--- src/rtl/alu_pkg.sv ---
// ALU/decode shared definitions for the RV32I integer pipeline.
//   alu_op_t      : operation codes consumed by the execute stage
//   OPC_*         : major opcodes handled by the decode stage
//   FUNCT7_*      : funct7 patterns selecting base vs. alternate operations
//   decode_t      : result of instruction classification
//   decode_instr  : classifies one instruction word into decode_t
package alu_pkg;

  typedef enum logic [3:0] {
    ALU_ADD  = 4'd0,
    ALU_SUB  = 4'd1,
    ALU_SLL  = 4'd2,
    ALU_SLT  = 4'd3,
    ALU_SLTU = 4'd4,
    ALU_XOR  = 4'd5,
    ALU_SRL  = 4'd6,
    ALU_SRA  = 4'd7,
    ALU_OR   = 4'd8,
    ALU_AND  = 4'd9
  } alu_op_t;

  localparam logic [6:0] OPC_OP      = 7'b0110011;
  localparam logic [6:0] OPC_OP_IMM  = 7'b0010011;
  localparam logic [6:0] FUNCT7_BASE = 7'b0000000;
  localparam logic [6:0] FUNCT7_ALT  = 7'b0100000;

  typedef struct packed {
    logic    illegal;
    alu_op_t op;
    logic    use_imm;  // operand_b comes from the I-type immediate
  } decode_t;

  // funct3 -> operation for the base (funct7 = 0) encodings, shared by OP and OP-IMM.
  function automatic alu_op_t base_op(input logic [2:0] funct3);
    alu_op_t op;
    case (funct3)
      3'b000:  op = ALU_ADD;
      3'b001:  op = ALU_SLL;
      3'b010:  op = ALU_SLT;
      3'b011:  op = ALU_SLTU;
      3'b100:  op = ALU_XOR;
      3'b101:  op = ALU_SRL;
      3'b110:  op = ALU_OR;
      default: op = ALU_AND;
    endcase
    return op;
  endfunction

  function automatic decode_t decode_instr(input logic [31:0] instr);
    decode_t    d;
    logic [6:0] opcode;
    logic [6:0] funct7;
    logic [2:0] funct3;
    opcode    = instr[6:0];
    funct3    = instr[14:12];
    funct7    = instr[31:25];
    d.illegal = 1'b0;
    d.op      = ALU_ADD;
    d.use_imm = 1'b0;
    case (opcode)
      OPC_OP: begin
        if (funct7 == FUNCT7_BASE)
          d.op = base_op(funct3);
        else if (funct7 == FUNCT7_ALT && funct3 == 3'b000)
          d.op = ALU_SUB;
        else if (funct7 == FUNCT7_ALT && funct3 == 3'b101)
          d.op = ALU_SRA;
        else
          d.illegal = 1'b1;
      end
      OPC_OP_IMM: begin
        d.use_imm = 1'b1;
        d.op      = base_op(funct3);
        // Shift immediates reuse imm[11:5] as a funct7 selector.
        if (funct3 == 3'b001 && funct7 != FUNCT7_BASE)
          d.illegal = 1'b1;
        if (funct3 == 3'b101) begin
          if (funct7 == FUNCT7_ALT)
            d.op = ALU_SRA;
          else if (funct7 != FUNCT7_BASE)
            d.illegal = 1'b1;
        end
      end
      default: d.illegal = 1'b1;
    endcase
    // Illegal beats are emitted as a harmless ADD of zeros.
    if (d.illegal) begin
      d.op      = ALU_ADD;
      d.use_imm = 1'b0;
    end
    return d;
  endfunction

endpackage

--- src/rtl/decode_operand_stage_if.sv ---
// Bundle of the decode stage's handshake and data signals.
//   instruction side : in_valid, in_ready, instruction
//   write-back side  : wb_en, wb_rd, wb_data
//   execute side     : out_valid, out_ready, operand_a/b, alu_op,
//                      rd_addr, rs1_addr, rs2_addr, illegal_instr
// modport slave  : the decode stage itself
// modport master : the surrounding pipeline (fetch, write-back, execute)
interface decode_operand_stage_if
  import alu_pkg::*;
#(
  parameter int XLEN = 32
);
  logic            in_valid;
  logic            in_ready;
  logic [31:0]     instruction;
  logic            wb_en;
  logic [4:0]      wb_rd;
  logic [XLEN-1:0] wb_data;
  logic            out_valid;
  logic            out_ready;
  logic [XLEN-1:0] operand_a;
  logic [XLEN-1:0] operand_b;
  alu_op_t         alu_op;
  logic [4:0]      rd_addr;
  logic [4:0]      rs1_addr;
  logic [4:0]      rs2_addr;
  logic            illegal_instr;

  modport master (
    output in_valid, instruction, wb_en, wb_rd, wb_data, out_ready,
    input  in_ready, out_valid, operand_a, operand_b, alu_op,
           rd_addr, rs1_addr, rs2_addr, illegal_instr
  );

  modport slave (
    input  in_valid, instruction, wb_en, wb_rd, wb_data, out_ready,
    output in_ready, out_valid, operand_a, operand_b, alu_op,
           rd_addr, rs1_addr, rs2_addr, illegal_instr
  );
endinterface

--- src/rtl/regfile_2r1w.sv ---
// Architectural register file: two combinational read ports, one write port.
//   clk, reset           : clock, asynchronous active-low reset (clears all entries)
//   rs1_addr / rs1_data  : read port 1
//   rs2_addr / rs2_data  : read port 2
//   wb_en, wb_rd, wb_data: write port, takes effect on the rising edge
// x0 always reads zero; a write in flight to the register being read is
// forwarded to the read data in the same cycle.
module regfile_2r1w #(
  parameter int XLEN  = 32,
  parameter int NREGS = 32
) (
  input  logic            clk,
  input  logic            reset,
  input  logic [4:0]      rs1_addr,
  output logic [XLEN-1:0] rs1_data,
  input  logic [4:0]      rs2_addr,
  output logic [XLEN-1:0] rs2_data,
  input  logic            wb_en,
  input  logic [4:0]      wb_rd,
  input  logic [XLEN-1:0] wb_data
);
  logic [XLEN-1:0]      regs_reg [NREGS];
  logic [1:0][4:0]      rd_addr;
  logic [1:0][XLEN-1:0] rd_data;
  logic                 wr_active;

  // Entry 0 is cleared on reset and never written, so it stays zero.
  assign wr_active = wb_en && (wb_rd != 5'd0) && (int'(wb_rd) < NREGS);

  always_ff @(posedge clk or negedge reset) begin
    if (!reset) begin
      for (int i = 0; i < NREGS; i++) regs_reg[i] <= '0;
    end else if (wr_active) begin
      regs_reg[wb_rd] <= wb_data;
    end
  end

  assign rd_addr[0] = rs1_addr;
  assign rd_addr[1] = rs2_addr;

  genvar gi;
  generate
    for (gi = 0; gi < 2; gi++) begin : g_read
      assign rd_data[gi] =
        (rd_addr[gi] == 5'd0 || int'(rd_addr[gi]) >= NREGS) ? '0 :
        (wr_active && wb_rd == rd_addr[gi])                 ? wb_data :
                                                              regs_reg[rd_addr[gi]];
    end
  endgenerate

  assign rs1_data = rd_data[0];
  assign rs2_data = rd_data[1];

endmodule

--- src/rtl/decode_operand_stage.sv ---
// First stage of the 3-stage ALU pipeline: decodes RV32I OP / OP-IMM
// instructions, reads operands from the register file and registers them
// for the execute stage.
//   clk   : pipeline clock, rising edge
//   reset : asynchronous active-low reset
//   bus   : slave side of decode_operand_stage_if (instruction handshake,
//           write-back port, registered execute-stage outputs)
// Latency 1, throughput 1; the output register stalls only on out_ready=0.
module decode_operand_stage
  import alu_pkg::*;
#(
  parameter int XLEN  = 32,
  parameter int NREGS = 32
) (
  input  logic                   clk,
  input  logic                   reset,
  decode_operand_stage_if.slave  bus
);
  logic [4:0]      rs1_idx;
  logic [4:0]      rs2_idx;
  logic [4:0]      rd_idx;
  logic [XLEN-1:0] rs1_val;
  logic [XLEN-1:0] rs2_val;
  logic [XLEN-1:0] imm_sext;
  decode_t         dec;
  logic            accept;

  logic            out_valid_reg;
  logic [XLEN-1:0] operand_a_reg, operand_a_next;
  logic [XLEN-1:0] operand_b_reg, operand_b_next;
  alu_op_t         alu_op_reg, alu_op_next;
  logic [4:0]      rd_addr_reg, rd_addr_next;
  logic [4:0]      rs1_addr_reg, rs1_addr_next;
  logic [4:0]      rs2_addr_reg, rs2_addr_next;
  logic            illegal_reg, illegal_next;

  assign rs1_idx  = bus.instruction[19:15];
  assign rs2_idx  = bus.instruction[24:20];
  assign rd_idx   = bus.instruction[11:7];
  assign imm_sext = {{(XLEN-12){bus.instruction[31]}}, bus.instruction[31:20]};
  assign dec      = decode_instr(bus.instruction);

  regfile_2r1w #(
    .XLEN  (XLEN),
    .NREGS (NREGS)
  ) u_regfile (
    .clk      (clk),
    .reset    (reset),
    .rs1_addr (rs1_idx),
    .rs1_data (rs1_val),
    .rs2_addr (rs2_idx),
    .rs2_data (rs2_val),
    .wb_en    (bus.wb_en),
    .wb_rd    (bus.wb_rd),
    .wb_data  (bus.wb_data)
  );

  always_comb begin
    operand_a_next = rs1_val;
    operand_b_next = dec.use_imm ? imm_sext : rs2_val;
    alu_op_next    = dec.op;
    rd_addr_next   = rd_idx;
    rs1_addr_next  = rs1_idx;
    rs2_addr_next  = dec.use_imm ? 5'd0 : rs2_idx;
    illegal_next   = dec.illegal;
    // Illegal beats carry no register traffic, so execute never forwards
    // into or out of them.
    if (dec.illegal) begin
      operand_a_next = '0;
      operand_b_next = '0;
      rd_addr_next   = 5'd0;
      rs1_addr_next  = 5'd0;
      rs2_addr_next  = 5'd0;
    end
  end

  assign bus.in_ready = !out_valid_reg || bus.out_ready;
  assign accept       = bus.in_valid && bus.in_ready;

  always_ff @(posedge clk or negedge reset) begin
    if (!reset) begin
      out_valid_reg <= 1'b0;
      operand_a_reg <= '0;
      operand_b_reg <= '0;
      alu_op_reg    <= ALU_ADD;
      rd_addr_reg   <= 5'd0;
      rs1_addr_reg  <= 5'd0;
      rs2_addr_reg  <= 5'd0;
      illegal_reg   <= 1'b0;
    end else begin
      // While stalled (out_valid && !out_ready) in_ready is low and nothing moves.
      if (bus.in_ready) out_valid_reg <= bus.in_valid;
      if (accept) begin
        operand_a_reg <= operand_a_next;
        operand_b_reg <= operand_b_next;
        alu_op_reg    <= alu_op_next;
        rd_addr_reg   <= rd_addr_next;
        rs1_addr_reg  <= rs1_addr_next;
        rs2_addr_reg  <= rs2_addr_next;
        illegal_reg   <= illegal_next;
      end
    end
  end

  assign bus.out_valid     = out_valid_reg;
  assign bus.operand_a     = operand_a_reg;
  assign bus.operand_b     = operand_b_reg;
  assign bus.alu_op        = alu_op_reg;
  assign bus.rd_addr       = rd_addr_reg;
  assign bus.rs1_addr      = rs1_addr_reg;
  assign bus.rs2_addr      = rs2_addr_reg;
  assign bus.illegal_instr = illegal_reg;

endmodule

--- src/flat_wrapper.sv ---
// flat-port wrapper written by rule: the top's interface ports become plain ports
module decode_operand_stage_flat import alu_pkg::*;
#(
  parameter int XLEN  = 32,
  parameter int NREGS = 32
)
  (clk, reset, bus_in_valid, bus_instruction, bus_wb_en, bus_wb_rd, bus_wb_data, bus_out_ready, bus_in_ready, bus_out_valid, bus_operand_a, bus_operand_b, bus_alu_op, bus_rd_addr, bus_rs1_addr, bus_rs2_addr, bus_illegal_instr);
  decode_operand_stage_if #(.XLEN(XLEN)) bus_i ();
  input  logic clk;
  input  logic reset;
  input wire logic [$bits(bus_i.in_valid)-1:0] bus_in_valid;
  input wire logic [$bits(bus_i.instruction)-1:0] bus_instruction;
  input wire logic [$bits(bus_i.wb_en)-1:0] bus_wb_en;
  input wire logic [$bits(bus_i.wb_rd)-1:0] bus_wb_rd;
  input wire logic [$bits(bus_i.wb_data)-1:0] bus_wb_data;
  input wire logic [$bits(bus_i.out_ready)-1:0] bus_out_ready;
  output wire logic [$bits(bus_i.in_ready)-1:0] bus_in_ready;
  output wire logic [$bits(bus_i.out_valid)-1:0] bus_out_valid;
  output wire logic [$bits(bus_i.operand_a)-1:0] bus_operand_a;
  output wire logic [$bits(bus_i.operand_b)-1:0] bus_operand_b;
  output wire logic [$bits(bus_i.alu_op)-1:0] bus_alu_op;
  output wire logic [$bits(bus_i.rd_addr)-1:0] bus_rd_addr;
  output wire logic [$bits(bus_i.rs1_addr)-1:0] bus_rs1_addr;
  output wire logic [$bits(bus_i.rs2_addr)-1:0] bus_rs2_addr;
  output wire logic [$bits(bus_i.illegal_instr)-1:0] bus_illegal_instr;
  assign bus_i.in_valid = bus_in_valid;
  assign bus_i.instruction = bus_instruction;
  assign bus_i.wb_en = bus_wb_en;
  assign bus_i.wb_rd = bus_wb_rd;
  assign bus_i.wb_data = bus_wb_data;
  assign bus_i.out_ready = bus_out_ready;
  assign bus_in_ready = bus_i.in_ready;
  assign bus_out_valid = bus_i.out_valid;
  assign bus_operand_a = bus_i.operand_a;
  assign bus_operand_b = bus_i.operand_b;
  assign bus_alu_op = bus_i.alu_op;
  assign bus_rd_addr = bus_i.rd_addr;
  assign bus_rs1_addr = bus_i.rs1_addr;
  assign bus_rs2_addr = bus_i.rs2_addr;
  assign bus_illegal_instr = bus_i.illegal_instr;
  decode_operand_stage #(.XLEN(XLEN), .NREGS(NREGS)) u_core (.clk(clk), .reset(reset), .bus(bus_i));
endmodule
--- config.mk ---
export PLATFORM = sky130hd
export DESIGN_NAME = decode_operand_stage_flat
export DESIGN_NICKNAME = d
export VERILOG_FILES = /design/src/rtl/alu_pkg.sv /design/src/rtl/decode_operand_stage_if.sv /design/src/rtl/regfile_2r1w.sv /design/src/rtl/decode_operand_stage.sv /design/src/flat_wrapper.sv
export SDC_FILE = /design/constraint.sdc
export NUM_CORES = 2
export LEC_CHECK = 0
export CORE_ASPECT_RATIO = 0.6
export CORE_MARGIN = 3
export CORE_UTILIZATION = 50
export DETAILED_ROUTE_END_ITERATION = 10
export MAX_ROUTING_LAYER = met4
export PLACE_DENSITY = 0.7
export SKIP_LAST_GASP = 1
export SLEW_MARGIN = 10
export SYNTH_ARGS = -nofsm -noshare
export SYNTH_HDL_FRONTEND = slang
export SYNTH_SLANG_ARGS = --single-unit
--- constraint.sdc ---
create_clock -name clk -period 4.8 [get_ports clk]
set_clock_uncertainty 0.2 [all_clocks]
set_input_delay 0.48 -clock clk [delete_from_list [all_inputs] [get_ports clk]]
set_output_delay 0.48 -clock clk [all_outputs]
set_load 0.05 [all_outputs]
==> reports/metrics.yaml <==
cts:
  cts_tree: "built"
  clockBufferDepth: 3
  htreeDepth: 3
  cts.hold.buffers_added: 1
  post_cts_buffers: 0
  postCtsResizedCells: 0
  root_buffer: "clkbuf_16"
  numCtsBuffers: 101
  clock_latency_ps: 730
  clk_pin_slew_ps: 70
  cts_sinks: 1109
worst_hold_path:
  hold_path.class: "input pin to flip-flop"
critical_path:
  cp_common_cell: "nor3_2"
  cp-start-kind: "input pin"
  crit_chain: "clkdlybuf4s50_1, nor3_2, nor3b_1, nor3_2, buf_4, and3_1, a222oi_1, o21ai_1"
  cp-end-kind: "flip-flop"
  arrival_ps: 3980
  crit_slowest_cell: "a222oi_1"
  crit_required_ps: 5150
  cp_max_fo: 10
  max_stage_delay_ps: 1140
  critical_path_class: "input pin to flip-flop"
logic_synthesis:
  synth_xor_area_share_pct: 0.183
  ys.flop_type: "dfrtp_1"
  synth_top_family_by_area: "multiplexers"
  synth_top_area_share_pct: 48.4
  synth.avg_cell_area_sq_um: 14.6
  synth_area_sq_mm: 0.0574
  ys_seq_area_share_pct: 48.4
  synth_compound_area_share_pct: 5.51
  syn_nets: 3997
  synth_area_leaders: "dfrtp_1, mux2_2, mux4_2"
  ys_types: 67
  synth-seq-cells: 1109
  synth_warnings: 0
  synthCells: 3923
  synth-async-reset-ratio_pct: 100
  synth_edf_count: 0
  synth_top_area_cell: "dfrtp_1"
  synth_simple_gate_area_share_pct: 3.06
  synth_fa_ha_area_share_pct: 0
  synth_mux_area_share_pct: 39.4
placed_design:
  routabilityCongestion: 0.920
  place_hpwl_mm: 123
  portBuffers: 159
  placed_cells: 5310
final_layout:
  multi_input_area_sq_mm: 0.0279
  synthToLayoutAreaGrowth_pct: 12.3
  regArea_sq_mm: 0.0278
  postLayoutCoreUtil_pct: 57.0
  final_cell_mix: "dfrtp_1, mux2_2, mux4_2, mux2i_1, clkdlybuf4s50_1"
  layout_commonest_cell: "dfrtp_1"
  drive_gt1_share_pct: 45.4
  nNetsFinal: 3985
  largest_reg_flops: 1024
  fin_cells: 5518
  num-fill-cells: 8826
die:
  start_util_pct: 50.8
  die_width_microns: 443
  die_area_sq_mm: 0.119
  die_h_microns: 268
  ios: 160
  rows: 95
  coreArea_sq_mm: 0.113
global_routing:
  grt_use_total_pct: 34.0
  grt_max_degree: 125
  grt_pass1_wl_mm: 284
  antenna_found_initial: 14
  overflow: 0
  grt_pass1_vias: 37861
timing:
  setup_viol: 0
  maxSlewHeadroom_pct: 11.6
  tightest_slew_ps: 1330
  slew_viol_final: 0
  timing.final.hold_violations: 0
  fmax_ghz: 0.275
  rsz0062_at_grt: "no"
  fin_setup_tns_ps: 0
  holdWs_ps: 131
  final.period_utilization_pct: 75.8
  fin_crit_ps: 3640
drt:
  drtIter0Drc: 5467
  ant_nets: 0
  dr.pass1.iters: 5
  drc_errors: 0
  vias: 39129
  drt_wl_total_mm: 196
  viasPerCell: 7.09
  wl_per_cell_microns: 35.5
power:
  leakagePower_nw: 27.6
  power_density_mw_per_mm2: 406
  peakVddDrop_uv: 289
  finalPower_mw: 26.2
run_status:
  status: "finished clean"
run:
  maxCapViolations: 0
report_power, final:
group | switching (mW) | total [mW] | internal (mW)
Combinational | 2.15 | 5.05 | 2.91
Clock | 3.81 | 8.88 | 5.07
Sequential | 1.25 | 12.2 | 11.0
Total | 7.21 | 26.2 | 19.0
synthesized netlist by cell type, types with 11 or more instances:
cell      count
buf_1        59
nand2_1      97
nand4_1      19
clkbuf_1    238
o21ai_0      15
mux4_2      430
o22ai_1     119
mux2_2      985
mux2i_1     172
nand3_1      44
a221oi_1     12
a41o_1       16
buf_4        26
a221o_1      32
buf_6        12
a21oi_1      22
nor2_1       77
dfrtp_1    1109
or4_1        30
a22oi_1     131
nand2b_1     11
buf_2       100
a22o_1       29
logic make-up after synthesis:
family,after synthesis
muxes,1596
DFF,1109
buffers and inverters,440
AOI/OAI and AO/OA,427
and+or+nand+nor,339
xor gates and xnor gates,12
final cells by class:
| cell class | instances | share of cell area, % |
|---|---|---|
| well taps | 1503 | 2.92 |
| multi-input cells | 2374 | 43.3 |
| diodes | 20 | 0.0777 |
| flip-flops and latches | 1109 | 43.1 |
| inverters | 3 | 0.0175 |
| clock buffers | 144 | 4.49 |
| clock inverters | 43 | 1.03 |
| repair buffers | 322 | 5.07 |
routing by layer:
layer | share of wire [%] | wire length, microns | up-vias | track usage, %
met2 | 41 | 80200 | 2474 | 44.5
li1 | - | - | 15249 | -
met4 | 3.0 | 5900 | 0 | 10.1
met1 | 43 | 84800 | 21070 | 50.0
met5 | 0 | 0 | - | -
met3 | 13 | 25000 | 336 | 11.3
through the flow:
stage,area (sq um),setup WS (ps)
global placement,60800,728
detailed placement,60800,707
global route,64400,1260
finish,64400,1160
CTS,64400,1470
floorplan,57400,1910
worst max-delay path, delay by kind of cell:
kind,cells,cell delay [ps]
buffers and inverters,2,840
AND/OR/NAND/NOR,4,1320
AO/OA/AOI/OAI,2,1330
worst paths after layout:
path	slack, ps	cells past startpoint	end	startpoint
min reg2reg	200	0	u_core.u_regfile.regs_reg[997]$_DFFE_PN0P_	u_core.u_regfile.regs_reg[997]$_DFFE_PN0P_
max	1160	8	u_core.bus.operand_b[28]$_DFFE_PN0P_	bus_wb_rd[4]
max reg2reg	1730	5	u_core.bus.operand_b[28]$_DFFE_PN0P_	u_core.bus.out_valid$_DFFE_PN0N_
max in group asynchronous	2760	4	u_core.u_regfile.regs_reg[181]$_DFFE_PN0P_	reset
min	130	3	u_core.bus.operand_b[17]$_DFFE_PN0P_	bus_wb_data[17]
min in group asynchronous	160	2	u_core.u_regfile.regs_reg[98]$_DFFE_PN0P_	reset
No activity file was read; power rests on OpenSTA's default activity.
